File: config.mk
export PLATFORM = sky130hd
export DESIGN_NAME = mem_stage
export DESIGN_NICKNAME = d
export VERILOG_FILES = /design/src/rtl/mem_pkg.sv /design/src/rtl/mem_stage_load_align.sv /design/src/rtl/mem_stage.sv
export SDC_FILE = /design/constraint.sdc
export NUM_CORES = 1
export LEC_CHECK = 0
export ABC_AREA = 1
export CAP_MARGIN = 0
export CORE_UTILIZATION = 40
export DETAILED_ROUTE_END_ITERATION = 8
export DONT_BUFFER_PORTS = 1
export HOLD_SLACK_MARGIN = 0.1
export PLACE_DENSITY_LB_ADDON = 0.3
export SETUP_SLACK_MARGIN = 0.2
export SKIP_LAST_GASP = 1
export SYNTH_ARGS = -nofsm -noshare
export SYNTH_HDL_FRONTEND = slang
export SYNTH_HIERARCHICAL = 1
export SYNTH_SLANG_ARGS = --single-unit
File: constraint.sdc
create_clock -name clk -period 5 [get_ports clk]
set_clock_uncertainty 0.2 [all_clocks]
set_input_delay 1 -clock clk [delete_from_list [all_inputs] [get_ports clk]]
set_output_delay 1 -clock clk [all_outputs]
set_load 0.005 [all_outputs]
File: src/rtl/mem_pkg.sv
// Shared memory-stage types: operation encodings, byte-enable constants and
// small classification helpers used by the MEM stage and its load aligner.
package mem_pkg;

  typedef enum logic [3:0] {
    MEM_NONE = 4'd0,
    LB       = 4'd1,
    LH       = 4'd2,
    LW       = 4'd3,
    LBU      = 4'd4,
    LHU      = 4'd5,
    SB       = 4'd6,
    SH       = 4'd7,
    SW       = 4'd8
  } mem_op_t;

  typedef enum logic {
    IDLE   = 1'b0,
    ACCESS = 1'b1
  } mem_state_t;

  localparam logic [3:0] BE_BYTE = 4'b0001;
  localparam logic [3:0] BE_HALF = 4'b0011;
  localparam logic [3:0] BE_WORD = 4'b1111;

  function automatic logic is_load(mem_op_t op);
    return op inside {LB, LH, LW, LBU, LHU};
  endfunction

  function automatic logic is_store(mem_op_t op);
    return op inside {SB, SH, SW};
  endfunction

  function automatic logic is_misaligned(mem_op_t op, logic [1:0] offset);
    logic mis;
    mis = 1'b0;
    case (op)
      LH, LHU, SH: mis = offset[0];
      LW, SW:      mis = (offset != 2'b00);
      default:     mis = 1'b0;
    endcase
    return mis;
  endfunction

  // Byte and halfword enables slide up to the addressed lane.
  function automatic logic [3:0] byte_enable(mem_op_t op, logic [1:0] offset);
    logic [3:0] be;
    be = 4'b0000;
    case (op)
      LB, LBU, SB: be = BE_BYTE << offset;
      LH, LHU, SH: be = BE_HALF << offset;
      LW, SW:      be = BE_WORD;
      default:     be = 4'b0000;
    endcase
    return be;
  endfunction

endpackage

File: src/rtl/mem_stage_load_align.sv
// Picks the addressed byte/halfword out of a loaded word and extends it
// to the full datapath width according to the load flavour.
module load_align
  import mem_pkg::*;
#(
  parameter int XLEN = 32
) (
  input  mem_op_t           op,
  input  logic [1:0]        offset,
  input  logic [XLEN-1:0]   rdata,
  output logic [XLEN-1:0]   data
);

  logic [7:0]  byte_val;
  logic [15:0] half_val;

  always_comb begin
    byte_val = rdata[{offset, 3'b000} +: 8];
    half_val = rdata[{offset[1], 4'b0000} +: 16];
    case (op)
      LB:      data = {{(XLEN-8){byte_val[7]}}, byte_val};
      LBU:     data = {{(XLEN-8){1'b0}}, byte_val};
      LH:      data = {{(XLEN-16){half_val[15]}}, half_val};
      LHU:     data = {{(XLEN-16){1'b0}}, half_val};
      default: data = rdata;
    endcase
  end

endmodule

File: src/rtl/mem_stage.sv
// MEM pipeline stage: accepts one EX result at a time, runs at most one data
// bus transaction for it, and emits a single-cycle writeback pulse.
module mem_stage
  import mem_pkg::*;
#(
  parameter int XLEN = 32
) (
  input  logic              clk,
  input  logic              rst_n,
  input  logic              ex_valid,
  output logic              ex_ready,
  input  logic [XLEN-1:0]   ex_result,
  input  logic [XLEN-1:0]   ex_store_data,
  input  logic [4:0]        ex_rd,
  input  logic              ex_reg_we,
  input  mem_op_t           ex_mem_op,
  output logic              dmem_req,
  output logic              dmem_we,
  output logic [XLEN-1:0]   dmem_addr,
  output logic [3:0]        dmem_be,
  output logic [XLEN-1:0]   dmem_wdata,
  input  logic              dmem_ack,
  input  logic [XLEN-1:0]   dmem_rdata,
  output logic              wb_valid,
  output logic [4:0]        wb_rd,
  output logic              wb_we,
  output logic [XLEN-1:0]   wb_data,
  output logic              misalign
);

  mem_state_t      state;
  mem_op_t         acc_op;
  logic [1:0]      acc_offset;
  logic [4:0]      acc_rd;
  logic            acc_we;
  logic [1:0]      ex_offset;
  logic [XLEN-1:0] store_lanes;
  logic [XLEN-1:0] load_data;

  assign ex_offset = ex_result[1:0];

  // Gating with rst_n keeps the stage from advertising readiness during reset.
  assign ex_ready = rst_n && (state == IDLE);

  always_comb begin
    case (ex_mem_op)
      SB:      store_lanes = {(XLEN/8){ex_store_data[7:0]}};
      SH:      store_lanes = {(XLEN/16){ex_store_data[15:0]}};
      default: store_lanes = ex_store_data;
    endcase
  end

  load_align #(.XLEN(XLEN)) u_load_align (
    .op     (acc_op),
    .offset (acc_offset),
    .rdata  (dmem_rdata),
    .data   (load_data)
  );

  always_ff @(posedge clk or negedge rst_n) begin
    if (!rst_n) begin
      state      <= IDLE;
      dmem_req   <= 1'b0;
      dmem_we    <= 1'b0;
      dmem_addr  <= '0;
      dmem_be    <= 4'b0000;
      dmem_wdata <= '0;
      wb_valid   <= 1'b0;
      wb_we      <= 1'b0;
      wb_rd      <= 5'd0;
      wb_data    <= '0;
      misalign   <= 1'b0;
      acc_op     <= MEM_NONE;
      acc_offset <= 2'b00;
      acc_rd     <= 5'd0;
      acc_we     <= 1'b0;
    end else begin
      wb_valid <= 1'b0;
      misalign <= 1'b0;
      case (state)
        IDLE: begin
          if (ex_valid && ex_ready) begin
            wb_rd <= ex_rd;
            if (ex_mem_op == MEM_NONE) begin
              wb_valid <= 1'b1;
              wb_we    <= ex_reg_we;
              wb_data  <= ex_result;
            end else if (is_misaligned(ex_mem_op, ex_offset)) begin
              wb_valid <= 1'b1;
              wb_we    <= 1'b0;
              wb_data  <= ex_result;
              misalign <= 1'b1;
            end else begin
              state      <= ACCESS;
              dmem_req   <= 1'b1;
              dmem_we    <= is_store(ex_mem_op);
              dmem_addr  <= {ex_result[XLEN-1:2], 2'b00};
              dmem_be    <= byte_enable(ex_mem_op, ex_offset);
              dmem_wdata <= store_lanes;
              acc_op     <= ex_mem_op;
              acc_offset <= ex_offset;
              acc_rd     <= ex_rd;
              acc_we     <= ex_reg_we && is_load(ex_mem_op);
            end
          end
        end
        ACCESS: begin
          // Bus outputs stay frozen until the acknowledge arrives.
          if (dmem_ack) begin
            state    <= IDLE;
            dmem_req <= 1'b0;
            dmem_we  <= 1'b0;
            wb_valid <= 1'b1;
            wb_rd    <= acc_rd;
            wb_we    <= acc_we;
            wb_data  <= is_load(acc_op) ? load_data : '0;
          end
        end
        default: state <= IDLE;
      endcase
    end
  end

endmodule

# Yosys cells after proc, flatten, opt, wreduce, memory -nomap -nowiden
# Cells that the tools add are included.
dict set report word_totals {
  ff_bits 121
  inputBits 110
  word_cells 98
}
dict set report op_classes {
  n_eq_ne 18
  shifts 4
  muxes 43
  bitwise 3
  n_reduce_logical 15
}
# operator n
set op_table {}
lappend op_table {{$mux 32} 5}
lappend op_table {{$pmux 32 s2} 2}
lappend op_table {{$pmux 32 s4} 1}
lappend op_table {{$shiftx 32x6->16} 1}
lappend op_table {{$shiftx 32x6->8} 1}
lappend op_table {{$mux 1} 25}
lappend op_table {{$eq 4x3->1 const B} 6}
lappend op_table {{$eq 4x2->1 const B} 4}
lappend op_table {{$pmux 1 s2} 6}
lappend op_table {{$pmux 4 s3} 1}
lappend op_table {{$mux 5} 2}
lappend op_table {{$pmux 5 s2} 1}
lappend op_table {{$reduce_bool 5->1} 2}
lappend op_table {{$eq 4x1->1 const B} 2}
lappend op_table {{$reduce_and 4->1} 2}
lappend op_table {{$ne 2x2->1 const B} 3}
lappend op_table {{$reduce_or 3->1} 2}
lappend op_table {{$eq 4x4->1 const B} 1}
lappend op_table {{$logic_not 4->1} 1}
lappend op_table {{$shl 1x2->4 const A} 1}
lappend op_table {{$shl 2x2->4 const A} 1}
lappend op_table {{$logic_and 1x1->1} 3}
lappend op_table {{$ne 3x1->1 const B} 1}
lappend op_table {{$not 1->1} 3}
lappend op_table {{6 further kinds} 6}

# Depth between registers and ports, before layout
dict set report depth {
  depth_word 10
  ltp_mapped 14
  ltp_nobuf 12
}

# Cells and area by module
# Netlist, hierarchy kept.
# mod instances cells_each area_each_um2
set modules_own_cells {}
lappend modules_own_cells {mem_stage 1 733 5626.6}
lappend modules_own_cells {load_align 1 219 1026.0}

# Worst setup path after synthesis
# Ideal clock, no wire load.
dict set report synth_path {
  path_kind {input-to-output}
  from {in rst_n}
  to {out ex_ready}
  arrival_time_ps 1146
  slack_ps 2654
  path_stages 2
  n_path_buf 0
  cell_sequence {inv_1 -> nor2_1}
}
dict set report synth_via {
  elab_chain_len 1
}
# element line_no
set synth_lines {}
lappend synth_lines {{from (decl)} mem_stage.sv:9} ;# input logic rst_n,
lappend synth_lines {{$logic_and 1x1->1} mem_stage.sv:43} ;# assign ex_ready = rst_n && (state == IDLE);
lappend synth_lines {{to (decl)} mem_stage.sv:11} ;# output logic ex_ready,
# Every way passes these cells.

# Final worst setup path
dict set report layout_path {
  from {in ex_mem_op[2]}
  to {reg wb_data[22]}
}
dict set report layout_via {
  elab_chain_len 8
  elab_cells_between_ends 17
}
# element line_no
set layout_lines {}
lappend layout_lines {{from (decl)} mem_stage.sv:16} ;# input mem_op_t ex_mem_op,
lappend layout_lines {{$eq 4x3->1, or another cell as far along} mem_pkg.sv:37} ;# case (op)
lappend layout_lines {{$reduce_or 3->1 or $reduce_or 2->1 (tied branches)} mem_pkg.sv:37}
lappend layout_lines {{$pmux 1 s2} mem_pkg.sv:37}
lappend layout_lines {{$mux 1} mem_stage.sv:84} ;# if (ex_mem_op == MEM_NONE) begin
lappend layout_lines {{$mux 1} mem_stage.sv:82} ;# if (ex_valid && ex_ready) begin
lappend layout_lines {{$mux 1} mem_stage.sv:80} ;# case (state)
lappend layout_lines {{$ne 3x1->1 (no line)} n/a}
lappend layout_lines {{$reduce_and 3->1 (no line)} n/a}
lappend layout_lines {{to (signal assigned)} mem_stage.sv:87} ;# wb_data <= ex_result;
lappend layout_lines {{to (signal assigned)} mem_stage.sv:91} ;# wb_data <= ex_result;
lappend layout_lines {{to (signal assigned)} mem_stage.sv:116} ;# wb_data <= is_load(acc_op) ? load_data : '0;
lappend layout_lines {{to (decl)} mem_stage.sv:27} ;# output logic [XLEN-1:0] wb_data,
# Several ways; a longest one is shown, not always the timed one. The select of a mux whose other input is x is not followed.
# A chain may end at the register's enable or synchronous reset.

==> out/metrics.yaml <==
clockRootBuffer: "clkbuf_16"
synth_edf_count: 0
dpl.hpwl_um: 13500
vdd_drop_max_mv: 0.252
ys.flop_type: "dfrtp_1"
critPathTopFamily: "simple AND/OR/NAND/NOR gates"
worstPathMaxFanout: 34
finalSetupViolations: 0
crit_buf_inv: 1
portBuffers: 0
hold_class: "in2async"
drc_errors: 0
die_x_um: 131
finalNetCount: 1031
synth.avg_cell_area_um2: 6.99
seq_power_share_pct: 43.6
tritoncts: "yes"
setup.worst_path.start_class: "input pin"
fin_setup_tns_ns: 0
wl_per_cell_um: 16.9
synth_area_um2: 6650
max_stage_delay_ns: 0.75
pwr-share-comb_pct: 23.7
syn_to_final_growth_pct: 8.41
endpoint_kind: "flop"
slew_headroom_pct: 31.8
crit_type: "in2reg"
finalCritPeriodShare_pct: 61.0
drtIter0Drc: 374
yosys_warnings: 6
io_pins: 221
grt_overflow: 0
max-clock-path-buffers: 2
syn_inst: 952
power.switching_mw: 1.26
p_int_mw: 2.21
gp_congestion: 0.847
p_per_area_nw_per_um2: 482
layout-drive-gt1-share_pct: 7.17
async_flop_share_pct: 100
power_mw: 3.48
synth_cell_type_count: 28
synth_top_area_share_pct: 45.5
yosysMostFrequentCell: "nand2_1"
cts_buffers: 17
synthTopCellsByCount: "485 x nand2_1, 121 x dfrtp_1, 100 x o21ai_0"
yosysTopAreaCell: "dfrtp_1"
timing.max_cap.violations: 0
status: "finished, final reports clean"
final.min_clock_period_ns: 3.05
hold_ws_ns: 0.265
path_common_cell: "nor2_1"
required_ns: 5.09
hold_violations: 0
grt_pass1_vias: 5598
clk_pin_slew_worst_paths_ns: 0.05
grtUsageTotal_pct: 23.4
power.share.switching_pct: 36.3
drv_slew: 0
core_um2: 16100
routed-via-count: 5942
dieArea_um2: 17200
grt_max_degree: 122
crit_chain: "nor2_1 -> inv_1 -> nor2_1 -> nor2_1 -> nand3_2 -> nand3_2 -> nand2_1 -> nand2_1"
critPathSlowestCell: "nand3_2"
row_count: 46
drtPass1Iterations: 5
cts.sinks: 121
grt_pass1_wl_um: 30000
rsz0062_at_grt: "no"
yosys-top-cells-area: "dfrtp_1 46%, nand2_1 27%, o21ai_0 7.5%"
clkPwrFrac_pct: 32.7
worst_pin_slew_ns: 1.02
synth_seq_cells: 121
crit_arrival_ns: 3.14
antenna_left: 0
antenna_found_initial: 0
floorplan.initialDensity_pct: 41.4
antenna_cells: 0
die_height_um: 131
drt-total-wl_um: 19400
cts_max_level: 4
fmax_ghz: 0.328
p_leak_nw: 3.82
vias_per_cell: 5.17
clk_latency_ns: 0.42
seq_area_frac_synth_pct: 45.5
[layout by cell type, fill, tap and decap left out, types with 2 or more instances in the layout]
cell,netlist,layout
dfrtp_1,121,121
clkinv_1,2,2
nand3_2,3,3
buf_4,10,6
clkinvlp_4,0,2
a21oi_1,13,13
clkinv_2,0,4
nor2_2,2,2
inv_1,38,38
nor2_1,26,26
o21ai_0,100,100
nand3_1,36,36
clkbuf_16,0,17
nand2_2,16,16
inv_6,1,2
clkbuf_1,20,4
conb_1,1,2
nand4_1,33,33
nand2_4,2,2
nand2_1,485,485
inv_2,5,5
clkinv_4,0,3
a31oi_1,5,5
[worst register-to-register path, delay by kind of cell (launching register included)]
kind	cells	cell delay [ns]
buffers and inverters	2	0.62
AND/OR/NAND/NOR	6	1.46
flip-flops	1	0.38
[what timing repair did]
| item | 4_1_cts | 5_1_grt |
|---|---|---|
| hold buffers | 1 | 0 |
| gates resized for setup | 0 | 0 |
| buffers inserted | 0 | 0 |
| endpoints found under the hold margin | 121 | 0 |
[metal layers]
metal / GRT usage [%] / vias to the layer above / wire length [µm]
li1: - / 2952 / -
met1: 27.8 / 2732 / 7950
met3: 8.43 / 23 / 1820
met2: 38.6 / 235 / 9280
met4: 8.72 / 0 / 387
met5: 0 / - / 0
[area by class of cell]
| cell class | instances | area (µm²) |
|---|---|---|
| fill | 1652 | 8850 |
| clock buffer | 21 | 440 |
| timing repair buffer | 7 | 72.6 |
| inverter | 47 | 184 |
| multi-input combinational | 727 | 3120 |
| clock inverter | 11 | 100 |
| tap | 216 | 270 |
| sequential | 121 | 3030 |
[stage by stage]
step	cells	instance area (µm²)	utilization (%)	setup slack, ns
2_1_floorplan	953	6660	-	2.65
3_3_place_gp	1117	6640	41.4	1.60
3_5_place_dp	1117	6640	41.4	1.55
4_1_cts	1150	7210	44.9	2.00
5_1_grt	1150	7210	44.9	1.72
6_report	1150	7210	44.9	1.95
[state kept, by name (all words and copies together), names as in the netlist]
signal,count
dmem_wdata,32
state,1
misalign,1
wb_rd,5
dmem_be,4
dmem_addr,30
wb_we,1
wb_valid,1
wb_data,32
acc_offset,2
acc_rd,5
acc_we,1
dmem_we,1
acc_op,4
dmem_req,1
[worst paths after layout]
check	slack, ns	startpoint	end	cells past startpoint
min in group clk	0.28	acc_rd[2]	acc_rd[2]	2
worst max register to register	2.22	state	wb_data[22]	8
max in group asynchronous	3.72	rst_n	acc_offset[1]	1
worst max-delay path	1.95	ex_mem_op[2]	wb_data[22]	8
worst min register to register	0.28	acc_rd[2]	acc_rd[2]	2
worst min-delay path	0.27	rst_n	dmem_addr[11]	1
[cells by family (layout without fill, tap and decap cells)]
kind of cell | Yosys count | in the layout | share of synthesized area [%]
AOI/OAI and AO/OA | 119 | 119 | 9.08
other | 1 | 2 | 0.0564
buffers and inverters | 105 | 86 | 7.69
DFF | 121 | 121 | 45.5
and+or+nand+nor | 606 | 606 | 37.7
[power groups by stage]
stage | clock (mW) | sequential, mW | combinational, mW
4_1_cts | 1.17 | 1.52 | 0.833
6_report | 1.14 | 1.52 | 0.824
3_5_place_dp | 0 | 1.53 | 0.810
3_3_place_gp | 0 | 1.54 | 0.785
2_1_floorplan | 0 | 1.45 | 0.707
5_1_grt | 1.21 | 1.56 | 0.965
No activity file was read; power rests on OpenSTA's default activity.
